### config.mk
export PLATFORM = sky130hd
export DESIGN_NAME = onehot_req_encoder
export DESIGN_NICKNAME = d
export VERILOG_FILES = /design/src/rtl/onehot_req_encoder.sv
export SDC_FILE = /design/constraint.sdc
export NUM_CORES = 1
export LEC_CHECK = 0
export CORE_ASPECT_RATIO = 1.4
export CORE_UTILIZATION = 50
export DETAILED_ROUTE_END_ITERATION = 6
export GPL_TIMING_DRIVEN = 0
export HOLD_SLACK_MARGIN = 0.08
export PLACE_DENSITY = 0.83
export SLEW_MARGIN = 5
export SYNTH_ARGS = -nofsm -noshare
export SYNTH_HDL_FRONTEND = slang
export SYNTH_SLANG_ARGS = --single-unit
### constraint.sdc
create_clock -name clk -period 10.33 [get_ports clk]
set_input_delay 2.066 -clock clk [delete_from_list [all_inputs] [get_ports clk]]
set_output_delay 2.066 -clock clk [all_outputs]
set_load 0.1 [all_outputs]
### src/rtl/onehot_req_encoder.sv
// Funnels one-hot/multi-hot request pulses into a valid/ready stream of binary
// indices, one pending event per line, issued in round-robin order.
module onehot_req_encoder #(
    parameter int BINARY_BITS = 3
) (
    input  logic                          clk,
    input  logic                          resetn,
    input  logic [(2**BINARY_BITS)-1:0]   set,
    input  logic                          flush,
    input  logic                          ready,
    output logic                          valid,
    output logic [BINARY_BITS-1:0]        binary,
    output logic [(2**BINARY_BITS)-1:0]   pending,
    output logic                          coalesce
);
    localparam int N = 2**BINARY_BITS;

    logic [BINARY_BITS-1:0] ptr;
    logic                   load;
    logic                   found;
    logic [BINARY_BITS-1:0] grant_idx;
    logic [BINARY_BITS-1:0] idx;
    logic [N-1:0]           grant;

    // Rotating search starting at ptr; index arithmetic wraps mod N by width.
    always_comb begin
        load      = !valid || ready;
        found     = 1'b0;
        grant_idx = '0;
        idx       = '0;
        for (int k = 0; k < N; k++) begin
            idx = ptr + k[BINARY_BITS-1:0];
            if (load && !found && pending[idx]) begin
                found     = 1'b1;
                grant_idx = idx;
            end
        end
        grant = found ? (N'(1) << grant_idx) : '0;
    end

    always_ff @(posedge clk or negedge resetn) begin
        if (!resetn) begin
            pending  <= '0;
            valid    <= 1'b0;
            binary   <= '0;
            coalesce <= 1'b0;
            ptr      <= '0;
        end else if (flush) begin
            pending  <= '0;
            valid    <= 1'b0;
            coalesce <= 1'b0;
            ptr      <= '0;
        end else begin
            // A set landing on the bit being granted re-pends it rather than coalescing.
            pending  <= (pending & ~grant) | set;
            coalesce <= |(set & pending & ~grant);
            if (load) begin
                if (found) begin
                    valid  <= 1'b1;
                    binary <= grant_idx;
                    ptr    <= grant_idx + 1'b1;
                end else begin
                    valid  <= 1'b0;
                end
            end
        end
    end
endmodule

# Word level (Yosys, flattened, before mapping)
# Index checks and enable logic that the tools add are counted.
[classes]
add_sub_neg = 8
bitwise_logic = 6
shifts = 1
reduce_logical = 29
order_cmp = 8
muxes = 41
[op_table]
columns = ["cell", "n"]
rows = [
  ["$mux 3", 11],
  ["$lt 3x4->1 const B", 8],
  ["$and 8x8->8", 3],
  ["$bmux 1 s3", 8],
  ["$mux 1", 20],
  ["$mux 8", 2],
  ["$logic_and 1x1->1", 15],
  ["$add 3x3->3 const B", 4],
  ["$logic_not 1->1", 8],
  ["$not 8->8", 1],
  ["$or 8x8->8", 1],
  ["$reduce_or 8->1", 1],
  ["$shl 1x3->8 const A", 1],
  ["$add 3x1->3 const B", 2],
  ["$add 3x2->3 const B", 2],
  ["$reduce_bool 2->1", 2],
  ["$reduce_and 3->1", 1],
  ["$reduce_and 2->1", 1],
  ["$logic_or 1x1->1", 1],
  ["$not 1->1", 1],
]
[word_totals]
output_inout_bits = 13
inputBits = 12
ff_bits = 16

# Depth between registers and ports, before layout
# Gate-level depths: netlist of run 1.
[depth]
depth_word = 38
ltp_mapped = 19
ltp_nobuf = 15

# Worst setup path after synthesis of run 1
# OpenSTA, ideal clock, no wires.
[synth_timing]
path_kind = "input -> register"
start = "input port ready"
end = "register coalesce"
stages = 13
path_buffers = 1
arrival_time_ps = 4365
path_slack_ps = 5836
cell_sequence = "nand2b_1 -> buf_2 -> nand3_4 -> o311a_1 -> o311a_1 -> a211oi_4 -> o21ai_1 -> inv_1 -> ha_1 -> o22ai_1 -> a211oi_1 -> o21ai_0 -> o41a_1"
[synth_between]
elab_chain_len = 37
[synth_rtl]
columns = ["item", "line_no", "source"]
rows = [
  ["start: declaration", "10", "input logic ready,"],
  ["$logic_or 1x1->1 *", "27", "load = !valid || ready;"],
  ["$logic_and 1x1->1", "33", "if (load && !found && pending[idx]) begin"],
  ["$mux 1", "33", ""],
  ["$logic_not 1->1", "33", ""],
  ["$logic_and 1x1->1 (2 in series)", "33", ""],
  ["$mux 1", "33", ""],
  ["$logic_not 1->1", "33", ""],
  ["$logic_and 1x1->1 (2 in series)", "33", ""],
  ["[18 not listed]", "--", ""],
  ["$logic_and 1x1->1 (2 in series)", "33", ""],
  ["$mux 3", "33", ""],
  ["$shl 1x3->8", "38", "grant = found ? (N'(1) << grant_idx) : '0;"],
  ["$mux 8 *", "38", ""],
  ["$not 8->8 *", "56", "coalesce <= |(set & pending & ~grant);"],
  ["$and 8x8->8 *", "56", ""],
  ["$reduce_or 8->1 *", "56", ""],
  ["$mux 1 *", "48", "end else if (flush) begin"],
  ["end signal: assignment", "56", ""],
  ["end: declaration", "14", "output logic coalesce"],
]
# Every way passes the cells marked *; elsewhere a longest branch is shown, timed or not.
# A chain may end at the register's enable or synchronous reset.

# Worst setup path after layout of run 1
# Ends and elaborated chain as after synthesis.

==> results of run 1 <==
## cell type report
cell class / count / area (sq um)
Buffer: 16 / 93.84
Timing Repair Buffer: 24 / 240.2
Fill cell: 309 / 1405
Inverter: 18 / 67.56
Tap cell: 42 / 52.55
Clock buffer: 4 / 55.05
Sequential cell: 16 / 400.4
Multi-Input combinational cell: 160 / 1361
## registers in the layout, indices dropped and copies added, names as in the netlist
name / count
binary: 3
pending: 8
valid: 1
ptr: 3
coalesce: 1
## routing by layer
layer	track usage [%]	part of all wire (%)	vias up
met5	0	0	-
met4	17.09	3.1	0
met3	2.794	5.2	19
met2	49.46	54	86
met1	33.12	38	876
li1	-	-	858
## metrics by stage
| stage | utilization [%] | cells | hold WS, ns | worst slack (ns) |
|---|---|---|---|---|
| finish | 61.78 | 280 | 0.5205 | 5.144 |
| global route | 61.78 | 280 | 0.5400 | 4.958 |
| CTS | 61.78 | 280 | 0.5228 | 5.178 |
| detailed placement | 60.28 | 276 | 0.5083 | 4.949 |
| global placement | 60.28 | 276 | 0.4960 | 4.953 |
| floorplan | - | 210 | 0.7546 | 5.836 |
## critical path: stages
cell and delay, ns:
clkdlybuf4s50_1 0.47, nand2b_1 0.09, buf_2 0.23, nand3_4 0.13, o311a_1 0.37, o311a_1 0.32, a211oi_4 0.43, o21ai_1 0.17
inv_1 0.10, ha_1 0.17, o22ai_1 0.11, a211oi_1 0.21, o21ai_0 0.13, o41a_1 0.32
## cell usage in the layout, fill, tap and decap left out, types with 4 or more instances in the layout
master,Yosys,routed
clkdlybuf4s50_1,0,24
nor2_1,18,18
a21oi_1,18,18
inv_1,16,16
dfrtp_1,16,16
nand2_1,14,14
mux4_2,13,13
o21ai_0,11,11
buf_2,8,8
nor2b_1,6,6
ha_1,5,5
nand2b_1,4,4
a22oi_1,4,4
o31ai_1,4,4
clkbuf_8,0,4
## kinds of logic (layout without fill, tap and decap cells)
logic type | count (synthesis) | in the layout
xor gates and xnor gates | 3 | 3
AOI/OAI and AO/OA | 69 | 69
and+or+nand+nor | 61 | 61
DFF | 16 | 16
adders and majority gates | 5 | 5
muxes | 22 | 22
buffers and inverters | 34 | 62
## how the worst max path moves through the flow
stage,from,endpoint,depth (start not counted)
2_1_floorplan,ready,coalesce,13
3_3_place_gp,ready,coalesce,14
3_5_place_dp,ready,coalesce,14
4_1_cts,ready,coalesce,14
5_1_grt,ready,coalesce,14
6_report,ready,coalesce,14
==> results.ini, run 1 <==
[logic_synthesis]
synthMuxAreaShare_pct = 22.06
synth_top_area_share_pct = 20.82
synth_compound_area_share_pct = 26.74
synthTopCellsByArea = dfrtp_1 21%, mux4_2 15%, a21oi_1 4.7%
synth_area_leader_cell = dfrtp_1
synth_xor_area_share_pct = 1.757
synth_seq_cells = 16
synth_warnings = 0
synth_top_family_by_area = compound AO/OA/AOI/OAI gates
yosys.area_share.simple_pct = 16.98
synth-edff-count = 0
syn_area_sq_um = 1923
synthAdderAreaFrac_pct = 3.253
synth_cells = 210
yosys-top-cells-count = 18 x a21oi_1, 18 x nor2_1, 16 x dfrtp_1, 16 x inv_1, 14 x nand2_1
yosys_most_used_dff = dfrtp_1
async_flop_share_pct = 100.0
syn_area_per_cell_sq_um = 9.158
ys_seq_area_share_pct = 20.82
yosysUniqueCellTypes = 64
synth_nets = 227

[sta]
clock.fmax_mhz = 192.8
worstMarginPinSlew_ns = 0.9727
period_minus_slack_ns = 5.186
final_max_slew_viol_count = 0
finalHoldViolCount = 0
rsz0062_at_grt = false
setup_viol = 0
slew_headroom_pct = 34.95
period_share_pct = 50.21
fin_worst_skew_ns = 0.009258
tns_ns = 0

[die]
initial_core_util_pct = 52.31
ios = 25
num_rows = 26
die_area_sq_um = 4102
core_sq_um = 3676
die_h_microns = 75.38
die_w_microns = 54.42

[critical_path]
r2r-end = coalesce
crit_arrival_ns = 5.33
worstPathRequired_ns = 10.47
path_max_fanout = 10
r2r_slack_ns = 5.50
r2r_cells = 17
path_class = in -> reg
end_kind = flop
r2r_start = ptr[1]
start_kind = input pin

[route]
wire_per_inst_microns = 18.45
drt_pass1_iterations = 4
vias_per_cell = 6.568
vias = 1839
drc = 0
drt_iter0_markers = 89
ant_nets = 0
routed_wl_microns = 5167

[clock_network]
clkSinkCount = 16
clk_latency_ns = 0.26
cts_buffer_depth = 2
cts_resized = 0
cts_tree = built
cts_max_level = 1
holdBufCountCts = 0
numCtsBuffers = 3
cts_root_buf = clkbuf_8
clkTransAtPathRegs_ns = 0.07
post-cts-setup-buffers = 0

[placed_design]
dp_hpwl_microns = 3836
io_buffers = 24
dpl-instance-area_sq_um = 2216
gp_congestion = 0.9045

[min_path]
hp-class = reg -> reg
hold_start = binary[0]
whs_path_depth = 1
hold_path_end = binary[0]

[global_route]
grt_max_degree = 17
grt_pass1_vias = 1809
grt_pass1_wl_microns = 8445
gr-total-overflow = 0
grt_usage_pct = 28.55
antenna_found_initial = 0

[final_layout]
n_antenna_cell = 0
fin_nets = 256
design_area_sq_um = 2271
area_growth_pct = 18.09
drive_above_1_share_pct = 20.59

[flow_run]
drv_cap = 0

[run_status]
status = complete, no violations

Power of run 1 is not shown: default switching activity piles up to over one toggle a cycle in this logic, so the estimate is an artifact.
==> run 2, diff against run 1 <==
--- a/config.mk
+++ b/config.mk
@@ -10,7 +10,7 @@
 export DETAILED_ROUTE_END_ITERATION = 6
 export GPL_TIMING_DRIVEN = 0
 export HOLD_SLACK_MARGIN = 0.08
-export PLACE_DENSITY = 0.83
+export PLACE_DENSITY = 0.86
 export SLEW_MARGIN = 5
 export SYNTH_ARGS = -nofsm -noshare
 export SYNTH_HDL_FRONTEND = slang
==> constraint.sdc (replaced) <==
create_clock -name clk -period 4.5 [get_ports clk]
set_input_delay 0.9 -clock clk [delete_from_list [all_inputs] [get_ports clk]]
set_output_delay 0.9 -clock clk [all_outputs]
set_load 0.1 [all_outputs]
==> results.ini, run 2 (synthesis gave the netlist of run 1 again) <==
[run_status]
status = complete, no violations  ; unchanged

[clock_network]
cts_root_buf = clkbuf_8  ; unchanged
holdBufCountCts = 0  ; unchanged
cts_max_level = 1  ; unchanged
clkTransAtPathRegs_ns = 0.07  ; about the same
numCtsBuffers = 3  ; unchanged
cts_buffer_depth = 2  ; unchanged
cts_tree = built  ; unchanged
clkSinkCount = 16  ; unchanged
clk_latency_ns = 0.25  ; was 0.26 ns

[die]
ios = 25  ; unchanged
die_w_microns = 54.42  ; unchanged
core_sq_um = 3676  ; unchanged
die_area_sq_um = 4102  ; unchanged
die_h_microns = 75.38  ; unchanged
initial_core_util_pct = 52.31  ; unchanged
num_rows = 26  ; unchanged

[route]
drt_iter0_markers = 123  ; was 89
drt_pass1_iterations = 4  ; unchanged
ant_nets = 0  ; unchanged
drc = 0  ; unchanged
routed_wl_microns = 5230  ; was 5167 microns
wire_per_inst_microns = 18.61  ; was 18.45 microns
vias = 1883  ; was 1,839
vias_per_cell = 6.701  ; was 6.568

[sta]
period_minus_slack_ns = 4.249
setup_viol = 0  ; unchanged
clock.fmax_mhz = 235.3
finalHoldViolCount = 0  ; unchanged
fin_worst_skew_ns = 0.004142  ; was 0.009258 ns
final.setup.worst_slack_ns = 0.2507  ; was 5.144 ns
period_share_pct = 94.43
final_max_slew_viol_count = 0  ; unchanged
worstMarginPinSlew_ns = 0.9746  ; was 0.9727 ns
slew_headroom_pct = 34.83  ; was 34.95%

[global_route]
grt_usage_pct = 27.75  ; was 28.55%
grt_pass1_vias = 1799  ; was 1,809
busiest_layer = met2  ; unchanged
use_met2_pct = 51.08  ; was 49.46%
use_met3_pct = 2.994  ; was 2.794%
gr-total-overflow = 0  ; unchanged
grt_max_degree = 20  ; was 17
grt_pass1_wl_microns = 8204  ; was 8445 microns
antenna_found_initial = 0  ; unchanged
met1_usage_pct = 31.40  ; was 33.12%

[final_layout]
drive_above_1_share_pct = 21.76  ; was 20.59%
seqCellArea_sq_um = 400.4  ; unchanged
top_regs = pending x8, binary x3, ptr x3  ; unchanged
fin_nets = 257  ; was 256
postLayoutCoreUtil_pct = 62.25  ; was 61.78%
area_growth_pct = 19.00  ; was 18.09%
largest_reg_flops = 8  ; unchanged
layoutNonFillerInstCount = 281  ; was 280
regMostFlops = pending  ; unchanged
n_antenna_cell = 0  ; unchanged
final_common_cell = clkdlybuf4s50_1  ; unchanged
fill_cells = 319  ; was 309
multiInputGateArea_sq_um = 1368  ; was 1361 sq um
final_cell_mix = 24 x clkdlybuf4s50_1, 18 x nor2_1, 18 x a21oi_1  ; unchanged

[critical_path]
crit_arrival_ns = 4.38  ; was 5.33 ns
worstPathCellList = buf_6 -> inv_1 -> ha_1 -> mux4_2 -> nor2b_1 -> o32ai_2 -> a211oi_2 -> o311ai_1 -> a2bb2oi_2 -> or2_2 -> buf_2 -> inv_1 -> ha_1 -> a21oi_1 -> a211oi_1 -> o21ai_0 -> o41a_1  ; was clkdlybuf4s50_1 -> nand2b_1 -> buf_2 -> nand3_4 -> o311a_1 -> o311a_1 -> a211oi_4 -> o21ai_1 -> inv_1 -> ha_1 -> o22ai_1 -> a211oi_1 -> o21ai_0 -> o41a_1
worstPathRequired_ns = 4.63  ; was 10.47 ns
r2r_cells = 17  ; unchanged
max_stage_delay_ns = 0.60  ; was 0.47 ns
cp_top_family = compound AO/OA/AOI/OAI gates  ; unchanged
slowest_stage = mux4_2  ; was clkdlybuf4s50_1
path_buf_inv = 4  ; was 3
path_class = reg -> reg  ; was in -> reg
start_kind = flop  ; was input pin
r2r_start = ptr[1]  ; unchanged
path_max_fanout = 19  ; was 10
end_kind = flop  ; unchanged
r2r-end = coalesce  ; unchanged
r2r_slack_ns = 0.25  ; was 5.50 ns
crit_start = ptr[1]  ; was ready

[flow_run]
drv_cap = 0  ; unchanged

[min_path]
hold_start = binary[0]  ; unchanged
hp-class = reg -> reg  ; unchanged
hold_path_end = binary[0]  ; unchanged
whs_path_depth = 1  ; unchanged

[placed_design]
dp_hpwl_microns = 3863  ; was 3836 microns
place_inst = 276  ; unchanged
gp_congestion = 0.8959  ; was 0.9045
post-place-ws_ns = -0.2610  ; was 4.949 ns
io_buffers = 24  ; unchanged

==> run 2: changes by cell type in the layout (fill, tap and decap cells not counted) <==
cell,before,now
buf_4,2,4
clkbuf_1,3,2
a2bb2oi_2,0,1
a2bb2oi_1,1,0
==> run 2: area by class of cell <==
cell class	count	area share, %
Multi-Input combinational cell	160	59.76
Sequential cell	16	17.50
Timing Repair Buffer	26	11.15
Buffer	15	3.937
Inverter	18	2.952
Clock buffer	4	2.406
Tap cell	42	2.296
==> run 2: worst max path at each step <==
stage                     endpoint  cells after the start  slack (ns)
after global routing      coalesce                     17       -0.03
after CTS                 coalesce                     16        0.12
final                     coalesce                     17        0.25
after global placement    coalesce                     17       -0.20
after detailed placement  coalesce                     17       -0.26
after floorplan           coalesce                     17        0.41
==> run 2: worst register-to-register path, delay by kind of cell (launching register included) <==
kind / cells / cell delay (ns)
compound gates: 8 / 1.61
fa+ha+maj: 2 / 0.54
buf+inv: 4 / 0.54
flops: 1 / 0.37
mux: 1 / 0.60
simple gates: 2 / 0.47
==> run 2: metal layers <==
layer	share of wire [%]	wire length, microns
met1	37	1912
met2	54	2836
met3	6.0	312
met4	3.2	169
met5	0	0
==> run 2: per-stage QoR <==
stage | setup TNS (ns) | instance area, sq um | hold WS (ns)
after global routing | -0.02504 | 2288 | 0.5542
after floorplan | 0 | 1923 | 0.6044
after global placement | -0.1980 | 2216 | 0.4954
after CTS | 0 | 2267 | 0.5222
final | 0 | 2288 | 0.5186
after detailed placement | -0.2610 | 2216 | 0.5084
==> run 2: what timing repair did <==
item | in CTS | in global routing
setup buffers | 0 | 2
setup endpoints to repair | 1 | 1
hold endpoints to repair | 0 | 0
pin swaps | 0 | 2
resized for setup | 0 | 1
Power of run 2 is left out for the same reason.
